### src/rtl/cpu_pkg.sv
// Purpose: shared types and constants for the hardwired control sequencer.
// Contents: state encoding, opcode width, opcode constants, instruction-class helper.
// Latency/backpressure: n/a (package only).
package cpu_pkg;

  localparam int OPC_W = 5;

  typedef enum logic [3:0] {
    S_RST  = 4'd0,
    S_T0   = 4'd1,
    S_T1   = 4'd2,
    S_T2   = 4'd3,
    S_T3   = 4'd4,
    S_T4   = 4'd5,
    S_T5   = 4'd6,
    S_T6   = 4'd7,
    S_HALT = 4'd8
  } state_t;

  localparam logic [OPC_W-1:0] OPC_ADD  = 5'b00011;
  localparam logic [OPC_W-1:0] OPC_SUB  = 5'b00100;
  localparam logic [OPC_W-1:0] OPC_AND  = 5'b00101;
  localparam logic [OPC_W-1:0] OPC_OR   = 5'b00110;
  localparam logic [OPC_W-1:0] OPC_SHR  = 5'b00111;
  localparam logic [OPC_W-1:0] OPC_SHL  = 5'b01000;
  localparam logic [OPC_W-1:0] OPC_ROR  = 5'b01001;
  localparam logic [OPC_W-1:0] OPC_ROL  = 5'b01010;
  localparam logic [OPC_W-1:0] OPC_MUL  = 5'b01111;
  localparam logic [OPC_W-1:0] OPC_DIV  = 5'b10000;
  localparam logic [OPC_W-1:0] OPC_NEG  = 5'b10001;
  localparam logic [OPC_W-1:0] OPC_NOT  = 5'b10010;
  localparam logic [OPC_W-1:0] OPC_NOP  = 5'b11010;
  localparam logic [OPC_W-1:0] OPC_HALT = 5'b11011;

  // Execute-phase shape of an instruction.
  //   CLS_A : two-operand, Y <- Rb, Z <- Y op Rc, Ra <- Zlo
  //   CLS_U : one-operand, Z <- op Rb, Ra <- Zlo
  //   CLS_M : Y <- Ra, Z <- Y op Rb, LO <- Zlo, HI <- Zhi
  typedef enum logic [2:0] {
    CLS_A    = 3'd0,
    CLS_U    = 3'd1,
    CLS_M    = 3'd2,
    CLS_NOP  = 3'd3,
    CLS_HALT = 3'd4,
    CLS_ILL  = 3'd5
  } op_class_t;

  function automatic op_class_t op_class(input logic [OPC_W-1:0] opc);
    op_class_t cls;
    case (opc)
      OPC_ADD, OPC_SUB, OPC_AND, OPC_OR,
      OPC_SHR, OPC_SHL, OPC_ROR, OPC_ROL: cls = CLS_A;
      OPC_NEG, OPC_NOT:                   cls = CLS_U;
      OPC_MUL, OPC_DIV:                   cls = CLS_M;
      OPC_NOP:                            cls = CLS_NOP;
      OPC_HALT:                           cls = CLS_HALT;
      default:                            cls = CLS_ILL;
    endcase
    return cls;
  endfunction

endpackage

### src/rtl/reg_select_decoder.sv
// Purpose: 4-bit register field to one-hot select; all zero when i_valid is low.
// Latency: combinational. Backpressure: none.
// Ports: i_field (register index), i_valid (qualify), o_onehot (NUM_REGS-bit select).
module reg_select_decoder #(
  parameter int NUM_REGS = 16
) (
  input  logic [3:0]          i_field,
  input  logic                i_valid,
  output logic [NUM_REGS-1:0] o_onehot
);

  always_comb begin
    o_onehot = '0;
    for (int i = 0; i < NUM_REGS; i++) begin
      o_onehot[i] = i_valid && (i_field == 4'(i));
    end
  end

endmodule

### src/rtl/control_sequencer.sv
// Purpose: hardwired fetch/decode/execute sequencer driving single-bus datapath strobes.
// Latency: one T-state per clock; fetch 3+ cycles, execute 1..4 cycles by instruction class.
// Backpressure: T1 holds read/mdr_enable until mem_ready; HALT holds until resume.
// Ports: clk/clr (sync active-high reset), ir + mem_ready + resume in;
//        bus-driver selects, register load strobes, read, op_code, halted, illegal_op out.
module control_sequencer
  import cpu_pkg::*;
#(
  parameter int NUM_REGS = 16
) (
  input  logic                clk,
  input  logic                clr,
  input  logic [31:0]         ir,
  input  logic                mem_ready,
  input  logic                resume,
  output logic                pc_out,
  output logic                mdr_out,
  output logic                zlo_out,
  output logic                zhi_out,
  output logic [NUM_REGS-1:0] reg_out,
  output logic [NUM_REGS-1:0] reg_enable,
  output logic                mar_enable,
  output logic                mdr_enable,
  output logic                ir_enable,
  output logic                y_enable,
  output logic                z_enable,
  output logic                lo_enable,
  output logic                hi_enable,
  output logic                pc_increment,
  output logic                read,
  output logic [OPC_W-1:0]    op_code,
  output logic                halted,
  output logic                illegal_op
);

  state_t           r_state;
  state_t           w_next_state;

  logic [OPC_W-1:0] r_opc;
  logic [3:0]       r_ra;
  logic [3:0]       r_rb;
  logic [3:0]       r_rc;

  logic [OPC_W-1:0] w_opc;
  logic [3:0]       w_ra;
  logic [3:0]       w_rb;
  logic [3:0]       w_rc;
  op_class_t        w_class;

  logic [3:0]       w_out_field;
  logic             w_out_vld;
  logic [3:0]       w_en_field;
  logic             w_en_vld;

  logic             w_ir_unused;
  assign w_ir_unused = ^ir[14:0];

  // IR is loaded on the edge that leaves T2, so during T3 the fields are read
  // straight from ir and captured at the end of T3; T4..T6 use the captured copy.
  assign w_opc   = (r_state == S_T3) ? ir[31:27] : r_opc;
  assign w_ra    = (r_state == S_T3) ? ir[26:23] : r_ra;
  assign w_rb    = (r_state == S_T3) ? ir[22:19] : r_rb;
  assign w_rc    = (r_state == S_T3) ? ir[18:15] : r_rc;
  assign w_class = op_class(w_opc);

  always_ff @(posedge clk) begin
    if (clr) begin
      r_state <= S_RST;
      r_opc   <= '0;
      r_ra    <= '0;
      r_rb    <= '0;
      r_rc    <= '0;
    end else begin
      r_state <= w_next_state;
      if (r_state == S_T3) begin
        r_opc <= ir[31:27];
        r_ra  <= ir[26:23];
        r_rb  <= ir[22:19];
        r_rc  <= ir[18:15];
      end
    end
  end

  always_comb begin
    w_next_state = r_state;
    pc_out       = 1'b0;
    mdr_out      = 1'b0;
    zlo_out      = 1'b0;
    zhi_out      = 1'b0;
    mar_enable   = 1'b0;
    mdr_enable   = 1'b0;
    ir_enable    = 1'b0;
    y_enable     = 1'b0;
    z_enable     = 1'b0;
    lo_enable    = 1'b0;
    hi_enable    = 1'b0;
    pc_increment = 1'b0;
    read         = 1'b0;
    op_code      = '0;
    halted       = 1'b0;
    illegal_op   = 1'b0;
    w_out_field  = 4'd0;
    w_out_vld    = 1'b0;
    w_en_field   = 4'd0;
    w_en_vld     = 1'b0;

    case (r_state)
      S_RST: w_next_state = S_T0;

      S_T0: begin
        pc_out       = 1'b1;
        mar_enable   = 1'b1;
        pc_increment = 1'b1;
        w_next_state = S_T1;
      end

      S_T1: begin
        read       = 1'b1;
        mdr_enable = 1'b1;
        if (mem_ready) w_next_state = S_T2;
      end

      S_T2: begin
        mdr_out      = 1'b1;
        ir_enable    = 1'b1;
        w_next_state = S_T3;
      end

      S_T3: begin
        case (w_class)
          CLS_A: begin
            w_out_field  = w_rb;
            w_out_vld    = 1'b1;
            y_enable     = 1'b1;
            w_next_state = S_T4;
          end
          CLS_U: begin
            w_out_field  = w_rb;
            w_out_vld    = 1'b1;
            op_code      = w_opc;
            z_enable     = 1'b1;
            w_next_state = S_T4;
          end
          CLS_M: begin
            w_out_field  = w_ra;
            w_out_vld    = 1'b1;
            y_enable     = 1'b1;
            w_next_state = S_T4;
          end
          CLS_HALT: w_next_state = S_HALT;
          CLS_ILL: begin
            illegal_op   = 1'b1;
            w_next_state = S_T0;
          end
          default: w_next_state = S_T0;
        endcase
      end

      S_T4: begin
        case (w_class)
          CLS_A: begin
            w_out_field  = w_rc;
            w_out_vld    = 1'b1;
            op_code      = w_opc;
            z_enable     = 1'b1;
            w_next_state = S_T5;
          end
          CLS_U: begin
            zlo_out      = 1'b1;
            w_en_field   = w_ra;
            w_en_vld     = 1'b1;
            w_next_state = S_T0;
          end
          CLS_M: begin
            w_out_field  = w_rb;
            w_out_vld    = 1'b1;
            op_code      = w_opc;
            z_enable     = 1'b1;
            w_next_state = S_T5;
          end
          default: w_next_state = S_T0;
        endcase
      end

      S_T5: begin
        case (w_class)
          CLS_A: begin
            zlo_out      = 1'b1;
            w_en_field   = w_ra;
            w_en_vld     = 1'b1;
            w_next_state = S_T0;
          end
          CLS_M: begin
            zlo_out      = 1'b1;
            lo_enable    = 1'b1;
            w_next_state = S_T6;
          end
          default: w_next_state = S_T0;
        endcase
      end

      S_T6: begin
        zhi_out      = 1'b1;
        hi_enable    = 1'b1;
        w_next_state = S_T0;
      end

      S_HALT: begin
        halted = 1'b1;
        if (resume) w_next_state = S_T0;
      end

      default: w_next_state = S_RST;
    endcase

    if (clr) w_next_state = S_RST;
  end

  // Source and destination selects are never active in the same state, so a
  // register cannot drive and load the bus in one cycle.
  reg_select_decoder #(.NUM_REGS(NUM_REGS)) u_out_dec (
    .i_field  (w_out_field),
    .i_valid  (w_out_vld),
    .o_onehot (reg_out)
  );

  reg_select_decoder #(.NUM_REGS(NUM_REGS)) u_en_dec (
    .i_field  (w_en_field),
    .i_valid  (w_en_vld),
    .o_onehot (reg_enable)
  );

endmodule

### config.mk
export PLATFORM = sky130hd
export DESIGN_NAME = control_sequencer
export DESIGN_NICKNAME = d
export VERILOG_FILES = /design/src/rtl/cpu_pkg.sv /design/src/rtl/reg_select_decoder.sv /design/src/rtl/control_sequencer.sv
export SDC_FILE = /design/constraint.sdc
export NUM_CORES = 1
export LEC_CHECK = 0
export BUFFER_PORTS_ARGS = -buffer_cell sky130_fd_sc_hd__clkbuf_2
export CAP_MARGIN = 20
export CORE_MARGIN = 2
export CORE_UTILIZATION = 45
export DETAILED_ROUTE_END_ITERATION = 10
export PLACE_DENSITY = 0.79
export SETUP_SLACK_MARGIN = 0.3
export SLEW_MARGIN = 20
export SYNTH_ARGS = -nofsm -noshare
export SYNTH_HDL_FRONTEND = slang
export SYNTH_HIERARCHICAL = 1
export SYNTH_SLANG_ARGS = --single-unit
### constraint.sdc
create_clock -name clk -period 6.9 [get_ports clk]
set_input_delay 1.725 -clock clk [delete_from_list [all_inputs] [get_ports clk]]
set_output_delay 1.725 -clock clk [all_outputs]
set_load 0.05 [all_outputs]
# After elaboration in Yosys (flattened, before gate mapping)
# Memory sizes are Yosys's and may differ from the RTL's.
# Cells that the tools add are included.
# classes
eq_ne,44
n_mux,36
n_reduce_logical,41
# ops
operator,count
"4-bit equality test, second input constant",17
"4-bit by 3-bit equality test with 1-bit output, second input constant",12
4-bit one-hot mux with 2 select lines,5
1-bit logical AND,32
4-bit one-hot mux with 8 select lines,1
"4-bit by 2-bit equality test with 1-bit output, second input constant",6
4-bit 2-to-1 mux,6
5-bit 2-to-1 mux,3
1-bit 2-to-1 mux,14
"4-bit by 1-bit equality test with 1-bit output, second input constant",3
4-bit zero test,3
5-bit one-hot mux with 2 select lines,1
1-bit one-hot mux with 2 select lines,4
"3-bit equality test, second input constant",2
3-bit 2-to-1 mux,2
2-bit OR reduction,3
"2-bit != test, second input constant",2
"3-bit by 1-bit equality test with 1-bit output, second input constant",1
"3-bit by 2-bit equality test with 1-bit output, second input constant",1
3-bit zero test,1
3-bit OR reduction,1
2-bit AND reduction,1
# word_totals
reg_bits,21
mem_bits_ro,96
in_bits,36
out_inout_bits,52
elab_cells,127
n_memories,1
# memory_table
name,depth,width,read_ports,rd_ports_with_merged_regs,wr,line_no,rtl
(name not given),32,3,1,0,0,cpu_pkg.sv:50,case (opc)

# Logic depth before layout (Yosys ltp)
# Gate-level depths: netlist (run 1).
# An unclocked memory read counts as a cell.
# depth
word_depth,9
depth_mapped,10
depth_no_buf,8

# Hierarchy
# Netlist (run 1), hierarchy kept.
# modules_own_cells
module,instances,cells_each,area_each_um2,seq_area_each_um2
control_sequencer,1,214,1574.0,420.4
reg_select_decoder,2,23,117.6,0.0

# Worst setup path after synthesis (run 1)
# Ideal clock, no wire load.
# synth_timing
kind,input to output
start,in ir[30]
end,out reg_out[12]
t_arrival_ns,4.426
path_slack_ns,0.749
stages,8
cell_sequence,clkbuf_1 or3b_2 or4_1 nand2_1 a32oi_1 o21ai_0 nand3_1 nor3_1
# synth_via
elab_chain_len,8
elab_cells_between_ends,16
cone_classes,3 x eq/ne; 7 x mux; 5 x reduce/logical; 1 x memory
# synth_rtl
element,line_no,rtl
"start, declared",control_sequencer.sv:13,"input logic [31:0] ir,"
5-bit 2-to-1 mux (*),n/a,
memory 32 x 3 bit (*),n/a,
3-bit by 1-bit equality test with 1-bit output or 3-bit zero test (tied branches),"control_sequencer.sv:130, control_sequencer.sv:160",
2-bit OR reduction (no line),n/a,
4-bit one-hot mux with 2 select lines,control_sequencer.sv:130,case (w_class)
4-bit one-hot mux with 2 select lines (*),control_sequencer.sv:107,case (r_state)
net w_out_field[2],control_sequencer.sv:50,logic [3:0] w_out_field;
4-bit equality test (*),reg_select_decoder.sv:15,o_onehot[i] = i_valid && (i_field == 4'(i));
1-bit logical AND (*),reg_select_decoder.sv:15,
"end, declared",control_sequencer.sv:20,"output logic [NUM_REGS-1:0] reg_out,"
# Mark *: on every way through the listed nets, which the timed path passes. The rest lies on a longest branch.

# Worst setup path in the final report (run 1)
# layout_timing
start,in ir[30]
end,out reg_out[0]
# layout_via
elab_chain_len,8
elab_cells_between_ends,16
cone_classes,2 x eq/ne; 7 x mux; 6 x reduce/logical; 1 x memory
# layout_rtl
element,line_no
5-bit 2-to-1 mux (*),n/a
memory 32 x 3 bit (*),n/a
3-bit by 1-bit equality test with 1-bit output or 3-bit zero test (tied branches),"control_sequencer.sv:130, control_sequencer.sv:160"
2-bit OR reduction (no line),n/a
4-bit one-hot mux with 2 select lines,control_sequencer.sv:130
4-bit one-hot mux with 2 select lines (*),control_sequencer.sv:107
net w_out_field[2],control_sequencer.sv:50
4-bit zero test (*),reg_select_decoder.sv:15
1-bit logical AND (*),reg_select_decoder.sv:15
# Marked as above.

==> flow_summary.ini, run 1 <==
[outcome]
status = completed

[worst_setup_path]
cpMaxStageDelayCell = or3b_4
path_delay_family = compound AO/OA/AOI/OAI gates
cp_cell_sequence = clkbuf_2 > nor2b_1 > o21bai_1 > nor2_1 > o21ai_0 > o22a_1 > o21ai_0 > or3b_4 > nor3_2 > clkbuf_2
endpoint_kind = primary output
worstSetupPathType = primary input to primary output
cp.arrival_ns = 4.29
critPathLaunchType = primary input
crit_fanout = 10
slowest_delay_ns = 0.46
critical_path_buf_inv_count = 2
worstPathRequired_ns = 5.18

[hold_path]
min_path_type = flip-flop to flip-flop

[yosys]
synthSimpleGateAreaFrac = 0.379
synth_cell_types = 51
yosysTopAreaCellShare = 0.232
syn_avg_cell_area_sq_um = 6.96
synth_common_cells = nor2_1, nand2_1, dfxtp_1, nor3_1, a21oi_1
yosysWarnings = 6
ys_seq_area_frac = 0.232
synthFlopType = dfxtp_1
yosysMostFrequentCell = nor2_1
synth_xor_area_frac = 0.0145
muxShareOfSynthArea = 0.0788
synth_edf_count = 0
synth_compound_area_frac = 0.205
syn_inst = 260
synth_seq_cells = 21
synth_top_family_by_area = simple AND/OR/NAND/NOR gates
yosys.area_share.adder = 0.00553
syn-cell-area_sq_um = 1810
synth_nets = 296
async_flop_share = 0
yosysTopAreaCell = dfxtp_1
synth.area.top_cells = dfxtp_1, nor2_1, mux2i_1, nand2_1, nor3_1

[routing]
totalWireLength_microns = 4850
antenna_left = 0
drc = 0
drtIter0Drc = 254
vias_per_cell = 5.60
wl_per_cell_microns = 13.2
drtPass1Iterations = 4
vias = 2061

[placed_design]
place_area_sq_um = 2140
gp_congestion = 0.943
dp_hpwl_microns = 3670
port_buffers = 72

[sta]
slew_violations = 0
worstMarginPinSlew_ns = 0.770
fin_tns_setup_ns = 0
setup_viol = 0
hold_slack_ns = 0.461
fmax_ghz = 0.166
maxSlewHeadroom = 0.484
hold_viol = 0
grt_setup_unrepaired = false
clock-skew-final_ns = 0.00106
fin_crit_ns = 6.02
timing.final.crit_share = 0.872

[global_routing]
grt_max_degree = 24
grt_pass1_wl_microns = 7800
grt_overflow_total = 0
gr-usage-all-layers = 0.220
grt_antenna_before_repair = 0
grt_pass1_vias = 1746

[clock_network]
clk_pin_slew_ns = 0.08
clockBufferDepth = 2
clk-insertion-delay-late_ns = 0.26
postCtsSetupRepairBufs = 0
root_buffer = clkbuf_8
tritoncts.num_buffers = 3
htree_levels = 1
cts_hold_repair.buffers = 0
clock_sinks = 21
post_cts_resize_count = 0
cts_tree = built

[layout]
syn_to_final_growth_pct = 20.8
fin_area_sq_um = 2190
diodes = 0
fin_nets = 355
drive_gt1_frac = 0.277
fillers = 403
regArea_sq_um = 420
multi_input_area_sq_um = 1240

[job]
maxCapViolations = 0

[floorplanning]
die_area_sq_um = 4540
fp.dieW_microns = 67.4
io_pins = 88
coreArea_sq_um = 3940
fp-row-count = 23
initial_utilization = 0.459
die_y_microns = 67.4

[pwr]
peakVddDrop_v = 0.0000869
leakage_uw = 0.000916
p_per_area_nw_per_um2 = 133
## per-stage QoR
| step | instances | power [uW] | utilization | worst slack (ns) |
|---|---|---|---|---|
| after detailed placement | 364 | 207 | 0.542 | 1.01 |
| after global placement | 364 | 206 | 0.542 | 1.02 |
| after CTS | 368 | 291 | 0.554 | 0.940 |
| after global routing | 368 | 305 | 0.554 | 0.645 |
| final | 368 | 290 | 0.554 | 0.881 |
| after floorplan | 260 | 193 | - | 0.749 |
## sequential cells by signal (all words and copies together), names as in the netlist
name and cells:
r_state 4, r_opc 5, r_rb 4, r_rc 4
r_ra 4
## cells by family after synthesis
family          count (synthesis)
mux                            13
simple gates                  138
flops                          21
xor+xnor                        3
compound gates                 54
fa+ha+maj                       1
buf+inv                        30
## final cells by class
class / instances / area share
repair buffers: 73 / 0.168
clock buffers: 3 / 0.0189
well taps: 50 / 0.0286
inverters: 11 / 0.0189
clock inverters: 1 / 0.00343
multi-input cells: 209 / 0.570
flip-flops and latches: 21 / 0.192
## routing by layer
layer  part of all wire  vias to the layer above  track usage
met3              0.083                        8       0.0367
met2               0.47                      105        0.368
li1                   -                     1030            -
met5                  0                        -            0
met1               0.44                      918        0.293
met4              0.014                        0       0.0536
## worst reg2reg max path: cells and delay by family (launching register included)
kind | cells | cell delay (ns)
DFF | 1 | 0.44
buffers and inverters | 1 | 0.40
AOI/OAI and AO/OA | 2 | 0.54
and+or+nand+nor | 3 | 0.94
muxes | 1 | 0.42
## power by group
group	total, uW	switching, uW	leakage (uW)	internal, uW
sequential	132	7.19	0.000170	125
combinational	73.5	51.0	0.000724	22.5
clock	84.9	44.1	0.0000217	40.8
total	290	102	0.000916	188
## final timing paths
path	from	to	slack [ns]	cells after the start
max	ir[30]	reg_out[0]	0.88	10
min	r_rc[2]	r_rc[2]	0.46	2
max reg2reg	r_state[0]	r_state[3]	4.10	7
min reg2reg	r_rc[2]	r_rc[2]	0.46	2
## cell usage in the layout (no fill, tap or decap), drive strengths merged, types with 2 or more instances in the layout
master / count
nand3: 5
o21ai: 14
inv: 11
nor3: 18
a21oi: 14
dfxtp: 21
xnor2: 2
nor2b: 7
nand2: 26
nor2: 56
a211o: 2
or3b: 3
mux2i: 13
a32oi: 5
nand2b: 8
and2: 3
o21bai: 2
nor4b: 2
a41oi: 3
a221o: 3
nand3b: 4
clkbuf: 75
Note: power is estimated with default switching activity, not from simulation.
==> inputs of run 2 (changes only) <==
- CELL_PAD_IN_SITES_DETAIL_PLACEMENT: unset -> 1
- CELL_PAD_IN_SITES_GLOBAL_PLACEMENT: unset -> 2
- CORE_MARGIN: 2 -> 10
- CORE_UTILIZATION: 45 -> 25
- PLACE_DENSITY: 0.79 -> unset
- PLACE_DENSITY_LB_ADDON: unset -> 0.1
==> run 2 against run 1 <==
Clock power is 2% lower. Sequential power hardly changed. Core utilization is 23 points lower. Sequential share of layout area is 0.54 points lower. Count of clock-buffer cells in the layout stayed put. Non-clock buffer count is 1 higher. Largest cell class unchanged. Highest routed layer unchanged.
==> flow_summary.ini, run 2 (synthesis results as in run 1) <==
[pwr]
p_per_area_nw_per_um2 = 129
leakage_uw = 0.000924
peakVddDrop_v = 0.0000606

[floorplanning]
die_area_sq_um = 11000
fp-row-count = 30
fp.dieW_microns = 105
initial_utilization = 0.262
die_y_microns = 105
io_pins = 88
coreArea_sq_um = 6910

[placed_design]
dp_cells = 411
port_buffers = 72
place_area_sq_um = 2200
dp_hpwl_microns = 5380
dp_worst_setup_slack_ns = 0.814
gp_congestion = 0.790

[layout]
syn_to_final_growth_pct = 24.3
finalNonFillerCells = 415
fin_area_sq_um = 2250
top_register = r_opc
fin_nets = 356
largest_register_ffs = 5
diodes = 0
finish.utilization = 0.326
final_cell_mix = clkbuf_2, nor2_1, nand2_1
drive_gt1_frac = 0.279
layout_commonest_cell = clkbuf_2

[global_routing]
grt_pass1_wl_microns = 11100
grt_antenna_before_repair = 0
grt_max_degree = 22
gr-usage-all-layers = 0.120
grt_overflow_total = 0
grt_pass1_vias = 2172

[worst_setup_path]
worstSetupPathType = primary input to primary output
r2r-end = r_state[3]
r2r_cells = 7
worst-r2r-setup-slack_ns = 4.20
worstPathRequired_ns = 5.18
crit_fanout = 10
endpoint_kind = primary output
r2r-start = r_state[0]
critPathLaunchType = primary input
cp.arrival_ns = 4.33

[routing]
totalWireLength_microns = 6720
antenna_left = 0
vias = 2026
drtPass1Iterations = 6
drtIter0Drc = 94
drc = 0
vias_per_cell = 4.88
wl_per_cell_microns = 16.2

[clock_network]
cts_hold_repair.buffers = 0
clockBufferDepth = 2
clk-insertion-delay-late_ns = 0.27
clk_pin_slew_ns = 0.08
root_buffer = clkbuf_8
tritoncts.num_buffers = 3
postCtsSetupRepairBufs = 0
htree_levels = 1
cts_tree = built
post_cts_resize_count = 0
clock_sinks = 21

[sta]
worstMarginPinSlew_ns = 0.736
final.setup.worst_slack_ns = 0.847
timing.final.crit_share = 0.877
fin_tns_setup_ns = 0
setup_viol = 0
fmax_ghz = 0.165
clock-skew-final_ns = 0.00266
fin_crit_ns = 6.05
slew_violations = 0
hold_viol = 0
maxSlewHeadroom = 0.504
grt_setup_unrepaired = false

[hold_path]
holdPathStages = 2
hp-start = r_rc[2]
whs_endpoint = r_rc[2]
min_path_type = flip-flop to flip-flop

[outcome]
status = completed

[job]
maxCapViolations = 0
-- run 2: cell types whose count changed in the layout (fill, tap and decap cells not counted), sizes merged --
| cell | before | now |
|---|---|---|
| clkinvlp | 1 | 0 |
| clkinv | 0 | 1 |
| buf | 1 | 2 |
-- run 2: cell type report --
type	instances	area, sq um
clock inverters	1	5.00
repair buffers	74	375
flip-flops and latches	21	420
multi-input cells	209	1240
well taps	96	120
clock buffers	3	41.3
inverters	11	41.3
fillers	907	4660
-- run 2: per-stage QoR --
| stage | hold WS, ns | power, uW |
|---|---|---|
| 2_1_floorplan | 0.436 | 193 |
| 3_3_place_gp | 0.442 | 211 |
| 3_5_place_dp | 0.449 | 211 |
| 4_1_cts | 0.462 | 297 |
| 5_1_grt | 0.490 | 310 |
| 6_report | 0.459 | 291 |
-- run 2: where the power goes --
| part | internal, uW | leakage [uW] | switching, uW |
|---|---|---|---|
| sequential | 125 | 0.000170 | 7.31 |
| combinational | 22.7 | 0.000728 | 52.7 |
| clock | 40.3 | 0.0000255 | 43.1 |
| total | 188 | 0.000924 | 103 |
-- run 2: how the worst max path moves through the flow --
stage,from,cells after the start,to,slack (ns)
global placement,ir[30],10,reg_out[0],0.83
floorplan,ir[30],8,reg_out[12],0.75
CTS,ir[27],9,reg_out[15],0.80
finish,ir[30],10,reg_out[0],0.85
detailed placement,ir[27],9,reg_out[15],0.81
global route,ir[27],9,reg_out[11],0.54
-- run 2: routing by layer --
| metal | vias up | GRT usage | share of wire |
|---|---|---|---|
| met5 | - | 0 | 0 |
| met4 | 0 | 0.0206 | 0.0085 |
| met3 | 6 | 0.0418 | 0.067 |
| met2 | 59 | 0.194 | 0.44 |
| met1 | 937 | 0.151 | 0.48 |
| li1 | 1024 | - | - |
-- run 2: worst max-delay path, stage by stage --
cell      delay (ns)
clkbuf_2        0.21
nor2b_1         0.35
o21bai_1        0.27
nor2_1          0.07
o21ai_0         0.33
o22a_1          0.28
o21ai_0         0.19
or3b_4          0.47
nor3_2          0.11
clkbuf_2        0.30
==> inputs of run 3 (changes only) <==
- GPL_TIMING_DRIVEN: unset -> 0
- clock period: 6.9 -> 7.75 ns (I/O delays scaled with it)
==> run 3 against run 2 <==
First-iteration DRC count grew 13%. Die area is the same. Clock power fell by 15%. Largest power group unchanged.
==> flow_summary.ini, run 3 (synthesis results as in run 1) <==
[outcome]
status = completed

[pwr]
clockPowerShare = 0.271
p_switching_uw = 89.4
p_sw_frac = 0.340
p_seq_frac = 0.430
peakVddDrop_v = 0.0000450
combPwrFrac = 0.299
p_int_uw = 173
p_per_area_nw_per_um2 = 113
leakage_uw = 0.000980

[sta]
fin_tns_setup_ns = 0
setup_viol = 0
worstMarginPinSlew_ns = 0.737
clock-skew-final_ns = 0.00233
grt_setup_unrepaired = false
slew_violations = 0
hold_viol = 0
timing.final.crit_share = 0.853
final.setup.worst_slack_ns = 1.14
fmax_ghz = 0.151
fin_crit_ns = 6.61
maxSlewHeadroom = 0.504

[worst_setup_path]
worstPathRequired_ns = 5.81
r2r-end = r_ra[2]
crit_fanout = 10
r2r-start = r_state[0]
critPathLaunchType = primary input
r2r_cells = 7
endpoint = reg_out[0]
startpoint = ir[30]
worst-r2r-setup-slack_ns = 5.24
worstSetupPathType = primary input to primary output
endpoint_kind = primary output
cp.arrival_ns = 4.67

[clock_network]
root_buffer = clkbuf_8
htree_levels = 1
post_cts_resize_count = 0
tritoncts.num_buffers = 3
clk_pin_slew_ns = 0.07
postCtsSetupRepairBufs = 0
clockBufferDepth = 2
clk-insertion-delay-late_ns = 0.26
clock_sinks = 21
cts_hold_repair.buffers = 0
cts_tree = built

[layout]
drive_gt1_frac = 0.290
regArea_sq_um = 420
top_register = r_opc
multi_input_area_sq_um = 1240
layout_commonest_cell = clkbuf_2
fin_nets = 372
largest_register_ffs = 5
diodes = 0
fillers = 930
syn_to_final_growth_pct = 28.8
final_cell_mix = clkbuf_2, nor2_1, nand2_1

[floorplanning]
io_pins = 88
fp.dieW_microns = 105
coreArea_sq_um = 6910
fp-row-count = 30
die_area_sq_um = 11000
initial_utilization = 0.262
die_y_microns = 105

[global_routing]
grt_pass1_vias = 2223
grt_pass1_wl_microns = 11300
gr-usage-all-layers = 0.121
grt_max_degree = 12
grt_overflow_total = 0
grt_antenna_before_repair = 0

[routing]
totalWireLength_microns = 6890
vias = 2084
drc = 0
antenna_left = 0
vias_per_cell = 4.84
drtIter0Drc = 106
drtPass1Iterations = 6
wl_per_cell_microns = 16.0

[placed_design]
port_buffers = 71
dp_hpwl_microns = 5670
gp_congestion = 0.825
dp_worst_setup_slack_ns = 1.12

[job]
maxCapViolations = 0

[hold_path]
min_path_type = flip-flop to flip-flop
-- run 3: cell count changes in the layout (fill, tap and decap cells not counted), sizes merged --
cell    change
buf        +10
clkbuf      +7
clkinv      -1
-- run 3: power groups by stage --
stage | clock (uW) | combinational (uW) | sequential, uW
floorplan | 0 | 57.1 | 115
global placement | 0 | 79.5 | 115
detailed placement | 0 | 79.6 | 115
CTS | 75.1 | 79.8 | 113
global route | 80.8 | 86.8 | 113
finish | 71.2 | 78.7 | 113
-- run 3: worst min path at each step --
stage	from	end	slack [ns]	cells after the start
2_1_floorplan	r_rc[0]	r_rc[0]	0.44	2
3_3_place_gp	r_rc[3]	r_rc[3]	0.44	2
3_5_place_dp	r_rc[3]	r_rc[3]	0.45	2
4_1_cts	r_rc[3]	r_rc[3]	0.46	2
5_1_grt	r_rc[3]	r_rc[3]	0.48	2
6_report	r_rc[2]	r_rc[2]	0.46	2
-- run 3: critical path, cell delays in order --
cell	delay [ns]
clkbuf_1	0.35
nor2b_1	0.35
o21bai_1	0.27
nor2_1	0.07
o21ai_0	0.34
o22a_1	0.28
o21ai_0	0.20
or3b_4	0.46
nor3_2	0.10
clkbuf_2	0.30
-- run 3: area by class of cell --
cell class / instances / area share
plain buffers: 19 / 0.0478
clock buffers: 4 / 0.0193
multi-input cells: 209 / 0.531
inverters: 11 / 0.0177
flip-flops and latches: 21 / 0.180
well taps: 96 / 0.0516
repair buffers: 71 / 0.153
-- run 3: per-layer routing --
layer  global-route usage  vias to the layer above  part of all wire
met5                    0                        -                 0
met4               0.0147                        0            0.0049
met3               0.0362                        4             0.070
met2                0.200                       67              0.46
met1                0.154                      960              0.47
li1                     -                     1053                 -
-- run 3: metrics by stage --
step,hold slack [ns],power [uW],area (sq um),util,instances
detailed placement,0.448,195,2280,0.331,427
finish,0.458,263,2330,0.337,431
global placement,0.442,195,2280,0.331,427
global route,0.484,281,2330,0.337,431
floorplan,0.436,172,1810,-,260
CTS,0.460,268,2330,0.337,431
